<file path="config.mk">
export PLATFORM = sky130hd
export DESIGN_NAME = dmem_arbiter
export DESIGN_NICKNAME = d
export VERILOG_FILES = /design/src/rtl/mazegen_pkg.sv /design/src/rtl/dmem_arbiter.sv
export SDC_FILE = /design/constraint.sdc
export NUM_CORES = 1
export LEC_CHECK = 0
export CORE_AREA = 2 2 116 118
export DETAILED_ROUTE_END_ITERATION = 12
export DIE_AREA = 0 0 118 120
export MAX_ROUTING_LAYER = met4
export PLACE_DENSITY = 0.68
export SYNTH_ARGS = -nofsm -noshare
export SYNTH_HDL_FRONTEND = slang
export SYNTH_SLANG_ARGS = --single-unit
</file>
<file path="constraint.sdc">
create_clock -name clk -period 1.7 [get_ports clk]
set_input_delay 0.34 -clock clk [delete_from_list [all_inputs] [get_ports clk]]
set_output_delay 0.34 -clock clk [all_outputs]
set_load 0.01 [all_outputs]
</file>
<file path="src/rtl/mazegen_pkg.sv">
// Types shared by the maze/display datapath blocks.
// Owner encoding for the data-memory arbiter.
package mazegen_pkg;

    typedef enum logic {
        S_CPU = 1'b0,
        S_ENG = 1'b1
    } arb_state_t;

endpackage

</file>
<file path="src/rtl/dmem_arbiter.sv">
// Shares the single data-memory port between the CPU datapath and one engine.
// Ownership is registered; bounded burst/wait counters prevent starvation.
//
// state | meaning
// S_CPU | CPU drives memory; engine waits, wait_cnt counts contended cycles
// S_ENG | engine drives memory; CPU stalls only on lw/sw, burst_cnt counts accesses
module dmem_arbiter
    import mazegen_pkg::*;
#(
    parameter int Dbits    = 32,
    parameter int MaxBurst = 8,
    parameter int MaxWait  = 4
) (
    input  logic             clk,
    input  logic             reset,
    input  logic             run,
    input  logic             cpu_req,
    input  logic             cpu_wr,
    input  logic [Dbits-1:0] cpu_addr,
    input  logic [Dbits-1:0] cpu_wdata,
    output logic [Dbits-1:0] cpu_rdata,
    output logic             cpu_enable,
    input  logic             eng_req,
    input  logic             eng_wr,
    input  logic [Dbits-1:0] eng_addr,
    input  logic [Dbits-1:0] eng_wdata,
    output logic             eng_gnt,
    output logic [Dbits-1:0] eng_rdata,
    output logic [Dbits-1:0] mem_addr,
    output logic             mem_wr,
    output logic [Dbits-1:0] mem_wdata,
    input  logic [Dbits-1:0] mem_rdata
);

    localparam int BW = $clog2(MaxBurst + 1);
    localparam int WW = $clog2(MaxWait + 1);

    localparam logic [BW-1:0] BURST_MAX  = BW'(MaxBurst);
    localparam logic [BW-1:0] BURST_LAST = BW'(MaxBurst - 1);
    localparam logic [WW-1:0] WAIT_MAX   = WW'(MaxWait);
    localparam logic [WW-1:0] WAIT_LAST  = WW'(MaxWait - 1);

    arb_state_t        state_q, state_d;
    logic [WW-1:0]     wait_cnt_q, wait_cnt_d;
    logic [BW-1:0]     burst_cnt_q, burst_cnt_d;
    logic              is_eng;

    assign is_eng = (state_q == S_ENG);

    always_ff @(posedge clk) begin
        if (reset) begin
            state_q     <= S_CPU;
            wait_cnt_q  <= '0;
            burst_cnt_q <= '0;
        end else begin
            state_q     <= state_d;
            wait_cnt_q  <= wait_cnt_d;
            burst_cnt_q <= burst_cnt_d;
        end
    end

    always_comb begin
        state_d     = state_q;
        wait_cnt_d  = wait_cnt_q;
        burst_cnt_d = burst_cnt_q;
        case (state_q)
            S_CPU: begin
                if (eng_req && (!cpu_req || wait_cnt_q == WAIT_LAST)) begin
                    state_d     = S_ENG;
                    wait_cnt_d  = '0;
                    burst_cnt_d = '0;
                end else if (eng_req && cpu_req) begin
                    if (wait_cnt_q != WAIT_MAX) begin
                        wait_cnt_d = wait_cnt_q + WW'(1);
                    end
                end else begin
                    wait_cnt_d = '0;
                end
            end
            S_ENG: begin
                wait_cnt_d = '0;
                if (!eng_req) begin
                    state_d     = S_CPU;
                    burst_cnt_d = '0;
                end else begin
                    if (burst_cnt_q != BURST_MAX) begin
                        burst_cnt_d = burst_cnt_q + BW'(1);
                    end
                    // The engine finishes this access even when it is the one that hits the limit.
                    if (cpu_req && (burst_cnt_q == BURST_LAST || burst_cnt_q == BURST_MAX)) begin
                        state_d     = S_CPU;
                        burst_cnt_d = '0;
                    end
                end
            end
            default: begin
                state_d     = S_CPU;
                wait_cnt_d  = '0;
                burst_cnt_d = '0;
            end
        endcase
    end

    assign eng_gnt    = is_eng;
    assign cpu_enable = ~reset & run & ~(is_eng & cpu_req);
    assign mem_addr   = is_eng ? eng_addr : cpu_addr;
    assign mem_wdata  = is_eng ? eng_wdata : cpu_wdata;
    assign mem_wr     = ~reset & (is_eng ? (eng_req & eng_wr) : (cpu_req & cpu_wr & run));
    assign cpu_rdata  = mem_rdata;
    assign eng_rdata  = mem_rdata;

endmodule

</file>
* Word-level counts from Yosys, hierarchy flattened
Cells that the tools add are included.
Operators by class: add/sub/neg operators 2, eq/ne operators 8, mux-type cells 16, bitwise gates (word level) 10, reduce and logical (&&, ||, !) cells 7
Operators by type and width (count):
- 32-bit 2-to-1 mux | 2
- 4-bit 2-to-1 mux | 4
- 3-bit 2-to-1 mux | 3
- 4-bit != test (second input constant) | 2
- 4-bit one-hot mux with 2 select lines | 1
- 1-bit bitwise AND | 7
- 3-bit one-hot mux with 2 select lines | 1
- 4-bit by 1-bit adder with 4-bit output (second input constant) | 1
- 4-bit by 3-bit == test with 1-bit output (second input constant) | 1
- 4-bit == test (second input constant) | 1
- 1-bit 2-to-1 mux | 4
- 4-bit by 2-bit != test with 1-bit output (second input constant) | 1
- 3-bit by 1-bit adder with 3-bit output (second input constant) | 1
- 3-bit by 2-bit == test with 1-bit output (second input constant) | 1
- 1-bit logical AND | 3
- 3-bit != test (second input constant) | 1
- 1-bit NOT | 3
- 1-bit logical OR | 2
- 2-bit != test (second input constant) | 1
- 1-bit one-hot mux with 2 select lines | 1
- 2-bit AND reduction | 1
- 1-bit zero test | 1
Storage, ports and cells: bits in registers 8, word-level logic and storage cells 46

* Longest topological paths before layout
Gate-level depths: netlist of run 1.
depth after elaboration 6, depth in mapped cells 6

* Worst setup path after synthesis of run 1
No wires, ideal clock.
path type register -> register, from reg wait_cnt_q[0], to reg burst_cnt_q[2], library setup time 0.070 ns, arrival time 1.416 ns, slack 0.214 ns, stages on the path, launching flop included 7, path buffers 0, clock period less this slack 1.486 ns, cells stage by stage dfxtp_1 ha_1 ha_1 nand2b_1 a21oi_2 or4_1 a21oi_1
Between the ends: cells in the longest elaborated chain, start to end 5
RTL lines:
- start: declaration | line dmem_arbiter.sv:44 | logic [WW-1:0] wait_cnt_q, wait_cnt_d;
- start signal: assignment | line dmem_arbiter.sv:57 | wait_cnt_q <= wait_cnt_d;
- 3-bit by 2-bit == test with 1-bit output | line dmem_arbiter.sv:68 | if (eng_req && (!cpu_req || wait_cnt_q == WAIT_LAST)) begin
- 1-bit logical OR | line dmem_arbiter.sv:68
- 1-bit logical AND | line dmem_arbiter.sv:68
- 2-bit != test (no line)
- 2-bit AND reduction (no line)
- end signal: assignment | line dmem_arbiter.sv:58 | burst_cnt_q <= burst_cnt_d;
- end: declaration | line dmem_arbiter.sv:45 | logic [BW-1:0] burst_cnt_q, burst_cnt_d;
No other way between the ends. A chain may end at the register's enable or synchronous reset.

* Final worst setup path of run 1
from reg state_q, in the netlist eng_gnt, to out mem_addr[18]
Between the ends: cells in the longest elaborated chain, start to end 1
RTL lines:
- start: declaration | line dmem_arbiter.sv:43 | arb_state_t state_q, state_d;
- start signal: assignment | line dmem_arbiter.sv:56 | state_q <= state_d;
- 32-bit 2-to-1 mux | line dmem_arbiter.sv:106 | assign mem_addr = is_eng ? eng_addr : cpu_addr;
- end: declaration | line dmem_arbiter.sv:29 | output logic [Dbits-1:0] mem_addr,
No other way between the ends.

==> results of run 1 <==
==> power by group <==
part           switching (mW)  internal (mW)  total (mW)  leakage, nW
clock                  0.0990          0.304       0.403       0.0370
sequential            0.00688          0.193       0.200       0.0655
combinational           0.329          0.711        1.04         1.58
total                   0.435           1.21        1.64         1.68
==> final timing paths <==
path / slack [ps] / start / endpoint
setup / recovery: -70 / eng_gnt / mem_addr[18]
hold / removal: 510 / wait_cnt_q[2] / wait_cnt_q[1]
setup reg to reg: 70 / eng_gnt / burst_cnt_q[2]
hold reg to reg: 510 / wait_cnt_q[2] / wait_cnt_q[1]
==> worst max-delay path, delay by kind of cell, from the launching register on <==
kind | cells | cell delay, ps
buffers and inverters | 4 | 530
DFF | 1 | 370
muxes | 1 | 300
==> state kept, by name, indices dropped and copies added (netlist names) <==
name and cells:
burst_cnt_q 4, wait_cnt_q 3, eng_gnt 1
==> per-stage QoR <==
| step | cells | worst slack, ps | util, % |
|---|---|---|---|
| floorplan | 195 | 213.8 | - |
| global placement | 507 | -315.3 | 26.97 |
| detailed placement | 507 | -349.0 | 26.97 |
| CTS | 523 | -115.6 | 30.39 |
| global route | 526 | -117.2 | 31.27 |
| finish | 526 | -74.33 | 31.27 |
==> cells in the mapped netlist, drive strengths merged <==
library cell / number
ha: 5
or4: 1
nand2: 3
nand2b: 1
buf: 73
nand4b: 2
nand4: 1
mux2: 64
a211oi: 1
nand3b: 3
dfxtp: 8
o2111ai: 1
a21oi: 9
nor2: 2
a31o: 1
inv: 8
nand3: 3
or3: 2
xnor2: 1
a21o: 1
o21ai: 5
==> cell type report <==
| class | instances | area [µm²] |
|---|---|---|
| fillers | 1333 | 8921 |
| repair buffers | 225 | 2354 |
| multi-input cells | 106 | 1216 |
| well taps | 176 | 220.2 |
| flip-flops and latches | 8 | 163.9 |
| clock buffers | 3 | 75.07 |
| inverters | 8 | 30.03 |
==> timing repair <==
action	in CTS	in global routing
resized for setup	365	24
setup endpoints to repair	68	58
gates cloned	5	2
buffers inserted	8	3
pin swaps	1	1
==> logic make-up after synthesis <==
| logic type | count (synthesis) |
|---|---|
| buffers and inverters | 81 |
| muxes | 64 |
| AOI/OAI and AO/OA | 18 |
| and+or+nand+nor | 18 |
| DFF | 8 |
| adders and majority gates | 5 |
| xor gates and xnor gates | 1 |
==> layer usage <==
| metal | part of all wire [%] | routed length, µm | GRT usage, % | vias up |
|---|---|---|---|---|
| met5 | 0 | 0 | - | - |
| met4 | 1.4 | 126 | 2.410 | 0 |
| met3 | 9.2 | 810 | 3.755 | 21 |
| met2 | 55 | 4794 | 22.57 | 150 |
| met1 | 35 | 3041 | 10.98 | 920 |
| li1 | - | - | - | 921 |
==> flow_summary.toml, run 1 <==
[run_status]
status = "finished with violations"
failed_checks = "negative setup slack"

[worst_setup_path]
cp_slowest_cell = "dfxtp_4"
arrival_ps = 1430
slowest_delay_ps = 370
cp_max_fo = 5
crit_required_ps = 1360
start_kind = "flip-flop"
worstPathCellList = "buf_6 -> buf_12 -> buf_16 -> mux2_4 -> buf_6"
rr_worst_depth = 7
path_common_cell = "buf_6"
crit_type = "flip-flop to output port"
crit_path_end_kind = "output port"

[grt]
antenna_found_initial = 0
grt_start_max_net_pins = 12
grt_pass1_vias = 2269
grt_usage_pct = 11.53
grt_pass1_wl_mm = 12.49
grt_overflow_total = 0

[logic_synthesis]
synthMuxAreaShare_pct = 41.83
syn_area_per_cell_um2 = 8.835
ys_seq_elements = 8
synthTopCellsByArea = "mux2_2, buf_4, dfxtp_1, ha_1, a21oi_1"
synth_fp_nets = 367
synth_cells = 195
synthXorXnorAreaFrac_pct = 0.5084
yosysWarnings = 0
synth_top_area_share_pct = 41.83
synth_compound_gate_area_share_pct = 6.173
ys_seq_area_share_pct = 9.296
synth_top_cell_by_area = "mux2_2"
synth_top_family_by_area = "multiplexers"
synth_area_um2 = 1723
synth_simple_gate_area_share_pct = 6.173
synth.distinct_cells = 23
synthAdderAreaFrac_pct = 3.631

[cts]
numCtsBuffers = 3
cts-root-buf = "clkbuf_16"
htree_levels = 1
cts_tree = "built"
hold_buffers = 0
clk_pin_slew_ps = 40
clkLatencyLatePin_ps = 240
clock_sinks = 8
clockBufferDepth = 2

[worst_hold_path]
whs_path_depth = 2
hp-class = "flip-flop to flip-flop"

[timing]
slew_headroom_pct = 85.03
worst_pin_slew_ps = 222.2
fin_crit_sh_pct = 104.4
rsz0062_at_grt = "true"
totalNegativeSetupSlack_ps = -900.4
max_freq_mhz = 563.6
hold_viol = 0
final_critical_path_setup_slack_ps = -74.33
fin_crit_ps = 1774
timing.hold.ws_ps = 513.1
slew_violations = 0
fin_skew_ps = 4.308
setup_viol = 26

[floorplan]
start_util_pct = 13.27
dieWidth_um = 118
num_rows = 42
die_y_um = 120
io_pins = 298
die-area_um2 = 14160
core-area_um2 = 12980

[finish]
layout_common_cells = "clkdlybuf4s50_1, buf_6, mux2_4"
layout_commonest_cell = "clkdlybuf4s50_1"
layout-drive-gt1-share_pct = 47.71
stdcell_area_um2 = 4059
antenna_cells = 0
fin_nets = 524
area_growth_pct = 135.6

[placed_design]
place_area_um2 = 3501
dpl.hpwl_mm = 6.166
numPortBuffers = 201
gp_congestion = 0.7892

[job]
max_cap_violations = 0

[detailed_routing]
dr.pass1.iters = 4
postRouteAntennaNets = 0
vias = 2012
routed_wl_mm = 8.772
vias_per_cell = 3.825
drc = 0
drtIter0Drc = 85
wire_per_inst_um = 16.68

[power_and_ir_drop]
ir_drop_mv = 0.2653
leakage_nw = 1.680
powerDensity_nw_per_um2 = 404.8
finalPower_mw = 1.643
Power figures use the tool's default switching activity.
==> run 2, diff against run 1 <==
==> constraint.sdc (replaced) <==
create_clock -name clk -period 1.9 [get_ports clk]
set_input_delay 0.38 -clock clk [delete_from_list [all_inputs] [get_ports clk]]
set_output_delay 0.38 -clock clk [all_outputs]
set_load 0.01 [all_outputs]
==> run 2 against run 1 <==
  * The flow now finishes without violations
  * Combinational power down 31%
  * Sequential share of layout area grew 0.58 points
  * Die area unchanged
  * Global-route usage fell by 1.3 points
  * Critical path type unchanged
  * Largest cell class unchanged
==> flow_summary.toml, run 2 (same netlist as run 1, synthesis figures left out) <==
[run_status]
status = "complete, no violations"

[placed_design]
dpl.hpwl_mm = 6.284
post-place-ws_ps = -188.3
numPortBuffers = 201
gp_congestion = 0.7675

[timing]
final_critical_path_setup_slack_ps = 50.20
worst_pin_slew_ps = 318.3
timing.hold.ws_ps = 494.5
fin_skew_ps = 2.596
fin_crit_sh_pct = 97.36
fin_crit_ps = 1850
rsz0062_at_grt = "false"
slew_violations = 0
setup_viol = 0
max_freq_mhz = 540.6
hold_viol = 0
totalNegativeSetupSlack_ps = 0
slew_headroom_pct = 78.78

[worst_setup_path]
arrival_ps = 1470
crit_required_ps = 1520
cp_max_fo = 14
crit_path_end_kind = "output port"
start_kind = "flip-flop"
rr_worst_depth = 6
crit_type = "flip-flop to output port"

[power_and_ir_drop]
switching_share_pct = 25.98
power.internal_uw = 929.1
finalPower_mw = 1.255
ir_drop_mv = 0.2270
leakage_nw = 1.352
powerDensity_nw_per_um2 = 353.5
p_comb_share_pct = 57.6
clkPwrFrac_pct = 28.2
switchingPower_uw = 326.2
pwr-share-seq_pct = 14.2

[job]
max_cap_violations = 0

[cts]
clk_pin_slew_ps = 40
htree_levels = 1
clock_sinks = 8
cts_tree = "built"
numCtsBuffers = 3
hold_buffers = 0
cts-root-buf = "clkbuf_16"
clkLatencyLatePin_ps = 230
clockBufferDepth = 2

[detailed_routing]
vias = 1947
postRouteAntennaNets = 0
drc = 0
routed_wl_mm = 7.427
vias_per_cell = 3.781
drtIter0Drc = 52
wire_per_inst_um = 14.42
dr.pass1.iters = 3

[finish]
layout-drive-gt1-share_pct = 32.15
fillers = 1406
antenna_cells = 0
area_growth_pct = 106.1
multi_input_area_um2 = 1008
layout_commonest_cell = "clkdlybuf4s50_1"
regMostFlops = "burst_cnt_q"
fin_nets = 513
largest_register_ffs = 4
layout_common_cells = "clkdlybuf4s50_1, mux2_2, clkdlybuf4s15_1"
ff_latch_area_um2 = 163.9
fin_util_pct = 27.36

[grt]
grt_pass1_wl_mm = 11.21
grt_start_max_net_pins = 22
antenna_found_initial = 0
grt_usage_pct = 10.18
grt_overflow_total = 0
grt_pass1_vias = 2144

[floorplan]
start_util_pct = 13.27
dieWidth_um = 118
die_y_um = 120
core-area_um2 = 12980
io_pins = 298
num_rows = 42
die-area_um2 = 14160

[worst_hold_path]
whs_path_depth = 2
hp-class = "flip-flop to flip-flop"
[run 2: critical path, stage by stage (launching register included)]
cell and delay, ps:
dfxtp_4 390, buf_4 140, buf_12 130, mux2_2 330
clkdlybuf4s15_1 240
[run 2: per-layer routing]
layer  wire length [µm]  global-route usage [%]  vias up
met5                  0                       -        -
met4                135                   2.636        0
met3                824                   3.945       22
met2               4017                   19.80      149
met1               2450                   9.229      874
li1                   -                       -      902
[run 2: path summary, 6_finish.rpt]
check,from,end,slack (ps)
worst max register to register,wait_cnt_q[0],wait_cnt_q[2],260
worst min register to register,wait_cnt_q[2],wait_cnt_q[1],490
worst min-delay path,wait_cnt_q[2],wait_cnt_q[1],490
worst max-delay path,eng_gnt,mem_wdata[0],50
[run 2: stage by stage]
stage,cells,cell area [µm²]
global route,515,3551
floorplan,195,1723
global placement,506,3493
CTS,515,3652
finish,515,3551
detailed placement,506,3493
[run 2: cell type report]
type | count | area share, %
timing repair buffer | 214 | 57.82
multi-input combinational | 106 | 28.40
tap | 176 | 6.202
sequential | 8 | 4.616
clock buffer | 3 | 2.114
inverter | 8 | 0.8457
[run 2: timing repair]
item                                    CTS  global route
gates cloned                              2             0
buffers inserted                          4             1
endpoints found under the setup margin   66            56
resized for setup                       106            48
[run 2: power groups by stage]
stage / Clock, mW / Sequential, mW / Combinational (mW)
2_1_floorplan: 0 / 0.179 / 0.377
3_3_place_gp: 0 / 0.180 / 0.764
3_5_place_dp: 0 / 0.181 / 0.775
4_1_cts: 0.364 / 0.178 / 0.747
5_1_grt: 0.375 / 0.180 / 0.765
6_report: 0.354 / 0.179 / 0.722
==> RTL edit 1: new RTL, settings of run 1 <==
Set the parameter `MaxWait` to 2 (it was 4).
--- a/src/rtl/dmem_arbiter.sv
+++ b/src/rtl/dmem_arbiter.sv
@@ -10,5 +10,5 @@
     parameter int Dbits    = 32,
     parameter int MaxBurst = 8,
-    parameter int MaxWait  = 4
+    parameter int MaxWait  = 2
 ) (
     input  logic             clk,
Formal check against the unedited RTL: not equivalent (Yosys sat finds a counterexample within 4 cycles, from zero or initial values and one cycle with reset high).
==> RTL edit 1 against run 1 <==
Cell area shrank 4.5%; total power shrank 6.3%; the run still ends with setup timing left; sequential power shrank 12%; area after synthesis shrank 2.7%; count of clock-buffer cells in the layout grew 1; largest cell class unchanged; sequential cell count shrank 1; wire length shrank 4.5%; setup slack gained 0.032 ns.
==> RTL edit 1: results (changes against run 1) <==
Critical path
  – Reg-to-Reg End: burst_cnt_q[3] (was burst_cnt_q[2])
  – Worst path arrival time: 1.40 ns (was 1.43 ns)
  – Register-to-register setup slack: 0.19 ns (was 0.07 ns)
  – CP delay by family, top: flip-flops (was buffers and inverters)
  – Critical path fanouts, max: 7 (was 5)
  – Worst R2R Path Depth: 5 (was 7)
  – Crit path largest cell delay: 0.43 ns (was 0.37 ns)

Detailed routing
  – Via Count: 1948 (was 2012)
  – 1st-pass router iterations: 3 (was 4)
  – Wire per inst: 16.2 um (was 16.7 um)
  – Vias/cell: 3.77 (was 3.83)
  – Starting DRT DRC Count: 26 (was 85)

Pwr
  – VDD IR max: 0.245 mV (was 0.265 mV)
  – Int Power: 1.14 mW (was 1.21 mW)
  – LEAKAGE: 1.62 nW (was 1.68 nW)

Cells and area
  – Share of cells above drive strength 1: 0.457 (was 0.477)
  – Fin nets: 513 (was 524)
  – Fill cells: 1371 (was 1333)

Yosys
  – Gate Count Post-Synth: 189 (was 195)
  – Multiplexer share of the synthesized area: 0.430 (was 0.418)
  – XOR/XNOR Fraction of Synth Area: 0.00522 (was 0.00508)
  – Most frequent cells after synthesis: buf_4, mux2_2, dfxtp_1 (was buf_4, mux2_2)
  – Synth warn: 0 (unchanged)
  – Post-synthesis adder-cell area fraction: 0.0299 (was 0.0363)
  – Count of cell types in the netlist: 25 (was 23)
  – Net Count, Synth: 360 (was 367)
  – Compound-gate portion of the synthesized area: 0.0485 (was 0.0617)
  – Sequential fraction of the synthesis area: 0.0836 (was 0.0930)
  – Synth top area cells: mux2_2, buf_4, dfxtp_1 (unchanged)

Global routing
  – Overall routing resource usage: 0.109 (was 0.115)
  – Largest net degree at the start of global routing: 13 (was 12)
  – Number of global-route vias before repair: 2089 (was 2269)
  – Initial antenna violation count: 0 (unchanged)
  – First-pass GRT wire length: 11800 um (was 12500 um)

Outcome
  – Failing checks: setup timing (unchanged)
  – Status: finished, violations left (unchanged)

Min path
  – WHS Endpoint: burst_cnt_q[0] (was wait_cnt_q[1])
  – Worst hold stages: 2 (unchanged)
  – Min-delay src: burst_cnt_q[0] (was wait_cnt_q[2])

Placement
  – Inst Count DP: 502 (was 507)
  – Post-DP HPWL: 6390 um (was 6170 um)
  – Pre-CTS WS: -0.360 ns (was -0.349 ns)
  – GPL Wtd Cong: 0.764 (was 0.789)

STA
  – Max-slew headroom: 0.797 (was 0.850)
  – Endpoints failing setup: 37 (was 26)
  – Skew final: 0.000777 ns (was 0.00431 ns)
  – Slack of the critical path: -0.0428 ns (was -0.0743 ns)
  – Setup TNS Final: -1.05 ns (was -0.900 ns)
## RTL edit 1: power by group through the flow
stage,Combinational (mW),Clock (mW),Sequential (mW)
3_3_place_gp,0.847,0,0.177
6_report,0.966,0.399,0.176
5_1_grt,1.02,0.418,0.177
4_1_cts,0.924,0.407,0.174
2_1_floorplan,0.410,0,0.174
3_5_place_dp,0.852,0,0.177
## RTL edit 1: worst register-to-register path, delay by kind of cell, from the launching register on
family                 cells  cell delay, ns
buffers and inverters      2            0.30
flip-flops                 1            0.43
AO/OA/AOI/OAI              1            0.16
AND/OR/NAND/NOR            2            0.54
## RTL edit 1: routing by layer
metal,part of all wire,wire length (um),track usage
met5,0,0,-
met4,0.020,170,0.0331
met1,0.35,2930,0.108
met2,0.51,4250,0.192
met3,0.12,1030,0.0509
## RTL edit 1: repair_timing
item,in CTS,in global routing
buffers inserted,9,0
gates cloned,3,3
hold buffers,0,0
gates resized for setup,316,50
endpoints found under the setup margin,67,63
pin swaps,1,1
## RTL edit 1: final cells by class
class                   instances  share of cell area
repair buffers                220               0.579
multi-input cells             104               0.301
well taps                     176              0.0568
flip-flops and latches          7              0.0371
clock buffers                   4              0.0203
inverters                       6             0.00581
## RTL edit 1: worst max path at each step
stage	startpoint	endpoint	slack, ns	cells after the start
after floorplan	eng_gnt	mem_addr[0]	0.26	3
after global placement	eng_req	mem_wr	-0.31	5
after detailed placement	eng_req	mem_wr	-0.36	5
after CTS	eng_gnt	mem_wdata[14]	-0.12	4
after global routing	eng_gnt	mem_addr[5]	-0.09	4
final	eng_gnt	mem_addr[5]	-0.04	4
## RTL edit 1: logic make-up (layout without fill, tap and decap cells)
logic type,count (synthesis),count (layout)
compound gates,14,14
xor+xnor,1,1
fa+ha+maj,4,4
buf+inv,78,230
flops,7,7
mux,64,64
simple gates,21,21
## RTL edit 1: metrics by stage
step	hold WS (ns)	utilization	instance area, um2
2_1_floorplan	0.409	-	1680
3_3_place_gp	0.498	0.267	3470
3_5_place_dp	0.506	0.267	3470
4_1_cts	0.512	0.291	3770
5_1_grt	0.546	0.299	3870
6_report	0.507	0.299	3870
==> RTL edit 2: new RTL, config.mk and constraints of run 1 <==
Made on the original files. Make the reset (`reset`) asynchronous in one clocked block.
--- a/src/rtl/dmem_arbiter.sv
+++ b/src/rtl/dmem_arbiter.sv
@@ -48,5 +48,5 @@
     assign is_eng = (state_q == S_ENG);
 
-    always_ff @(posedge clk) begin
+    always_ff @(posedge clk or posedge reset) begin
         if (reset) begin
             state_q     <= S_CPU;
Formal check against the unedited RTL: differs if reset is asserted again (counterexample within 4 cycles, from zero or initial values and one cycle with reset high); with reset held inactive, the same outputs for 10 cycles.
==> RTL edit 2 against run 1 <==
The flow still finishes with violations (setup timing); setup slack lost 0.035 ns; register-to-register slack gained 0.03 ns; critical path depth shrank 2; area after synthesis grew 3.3%; global-route usage shrank 1.4 points; sequential cell count is the same; sequential power grew 7%; cell area shrank 4.1%; via count shrank 0.55%; total power grew 1.7%; worst hold slack lost 0.048 ns; first-iteration DRC count shrank 2.4%; final cell count shrank 0.57%; wire length shrank 6.7%; critical path type unchanged; largest power group unchanged.
==> RTL edit 2: results (changes against run 1) <==
CTS
  – Clock root buffer: clkbuf_16 (unchanged)
  – CTS tree: built (unchanged)
  – Reg clk slew, reported paths: 0.04 ns (about the same)
  – Max clock buf depth: 2 (unchanged)
  – CTS buffer count: 3 (unchanged)

Pwr
  – VDD IR max: 0.236 mV (was 0.265 mV)
  – LEAKAGE: 1.60 nW (was 1.68 nW)
  – Fraction of power spent switching nets: 0.270 (was 0.265)

Placement
  – GPL Wtd Cong: 0.729 (was 0.789)
  – Post-DP HPWL: 6050 um (was 6170 um)
  – Area post-placement: 3540 um2 (was 3500 um2)
  – Pre-CTS WS: -0.272 ns (was -0.349 ns)

Cells and area
  – Reg area: 201 um2 (was 164 um2)
  – Largest register FFs: 4 (unchanged)
  – Fraction of area in multi-input gates: 0.282 (was 0.300)
  – Share of cells above drive strength 1: 0.458 (was 0.477)
  – Clock buf count: 4 (was 3)
  – Number of signal-net buffers in the layout: 218 (was 225)
  – Non-CTS inverters: 7 (was 8)
  – Fin nets: 520 (was 524)
  – Area grow syn2layout: 119% (was 136%)
  – Largest Register: burst_cnt_q (unchanged)
  – FFs & Latches: 8 (unchanged)
  – Buffering overhead: 0.583 (was 0.580)
  – Comb_multi_in: 110 (was 106)
  – Clock network contribution to total cell area: 0.0203 (was 0.0185)
  – Fill cells: 1354 (was 1333)

Global routing
  – Number of global-route vias before repair: 2016 (was 2269)
  – First-pass GRT wire length: 11000 um (was 12500 um)
  – Initial antenna violation count: 0 (unchanged)
  – Overall routing resource usage: 0.101 (was 0.115)
  – Largest net degree at the start of global routing: 22 (was 12)

Detailed routing
  – Met2 Wirelength: 4030 um (was 4790 um)
  – Wl on met1: 3140 um (was 3040 um)
  – Starting DRT DRC Count: 83 (was 85)
  – Vias/cell: 3.83 (about the same)
  – 1st-pass router iterations: 4 (unchanged)
  – Wire per inst: 15.7 um (was 16.7 um)
  – Met3 Wirelength: 897 um (was 810 um)

Yosys
  – Post-synth top flop: dfrtp_1 (was dfxtp_1)
  – Most frequent cells after synthesis: buf_4, mux2_2, nand2_1 (was buf_4, mux2_2)
  – Net Count, Synth: 369 (was 367)
  – Sequential fraction of the synthesis area: 0.112 (was 0.0930)
  – Synth top area cells: mux2_2, buf_4, dfrtp_1 (was mux2_2, buf_4, dfxtp_1)
  – Synth warn: 0 (unchanged)
  – Async SR Flop Fraction: 1.00 (was 0)
  – Count of cell types in the netlist: 26 (was 23)

Critical path
  – Critical path fanouts, max: 14 (was 5)
  – Slowest CP cell: dfrtp_2 (was dfxtp_4)
  – Worst path arrival time: 1.47 ns (was 1.43 ns)
  – Crit path largest cell delay: 0.42 ns (was 0.37 ns)

STA
  – Skew final: 0.00476 ns (was 0.00431 ns)
  – Endpoints failing setup: 60 (was 26)
  – Setup TNS Final: -4.32 ns (was -0.900 ns)
  – Slack of the critical path: -0.109 ns (was -0.0743 ns)
  – Max-slew headroom: 0.875 (was 0.850)

Min path
  – Hold WC Path Type: in -> async (was reg -> reg)

Die
  – Die Wd: 118 um (unchanged)

Outcome
  – Failing checks: setup timing (unchanged)
  – Status: finished, violations left (unchanged)
[RTL edit 2: power by group through the flow]
stage | registers, mW | clock network [mW] | logic [mW]
floorplan | 0.211 | 0 | 0.472
global placement | 0.213 | 0 | 0.932
detailed placement | 0.214 | 0 | 0.941
CTS | 0.213 | 0.417 | 0.972
global route | 0.216 | 0.426 | 1.11
finish | 0.214 | 0.411 | 1.05
[RTL edit 2: metal layers]
metal  GRT usage  vias to the layer above
li1            -                      911
met1       0.107                      918
met5           -                        -
met2       0.175                      152
met4      0.0331                        0
met3      0.0380                       20
[RTL edit 2: path summary, 6_finish.rpt]
path	from	to	slack (ns)	cells past startpoint
worst max-delay path	eng_gnt	mem_wdata[21]	-0.11	3
worst min-delay path	reset	eng_gnt	0.47	3
worst max register to register	wait_cnt_q[0]	wait_cnt_q[2]	0.10	5
worst min register to register	burst_cnt_q[3]	burst_cnt_q[3]	0.51	1
max in group asynchronous	reset	eng_gnt	1.10	3
min in group clk	burst_cnt_q[3]	burst_cnt_q[3]	0.51	1
[RTL edit 2: repair_timing]
action                                  CTS  global route
gates resized for setup                 278            40
endpoints found under the setup margin   67            68
buffers inserted                          5             2
pin swaps                                 1             2
gates cloned                              3             4
[RTL edit 2: cell families (layout without fill, tap and decap cells)]
kind of cell	after synthesis	in the layout	synth area share
XOR/XNOR	1	1	0.00492
multiplexers	66	66	0.417
flip-flops	8	8	0.112
adder cells (fa/ha/maj)	5	5	0.0351
AO/OA/AOI/OAI	13	13	0.0464
buffers and inverters	79	229	0.309
AND/OR/NAND/NOR	25	25	0.0759
[RTL edit 2: through the flow]
stage,instances,hold slack [ns]
2_1_floorplan,197,0.161
5_1_grt,523,0.495
6_report,523,0.465
3_5_place_dp,507,0.514
4_1_cts,519,0.456
3_3_place_gp,507,0.508
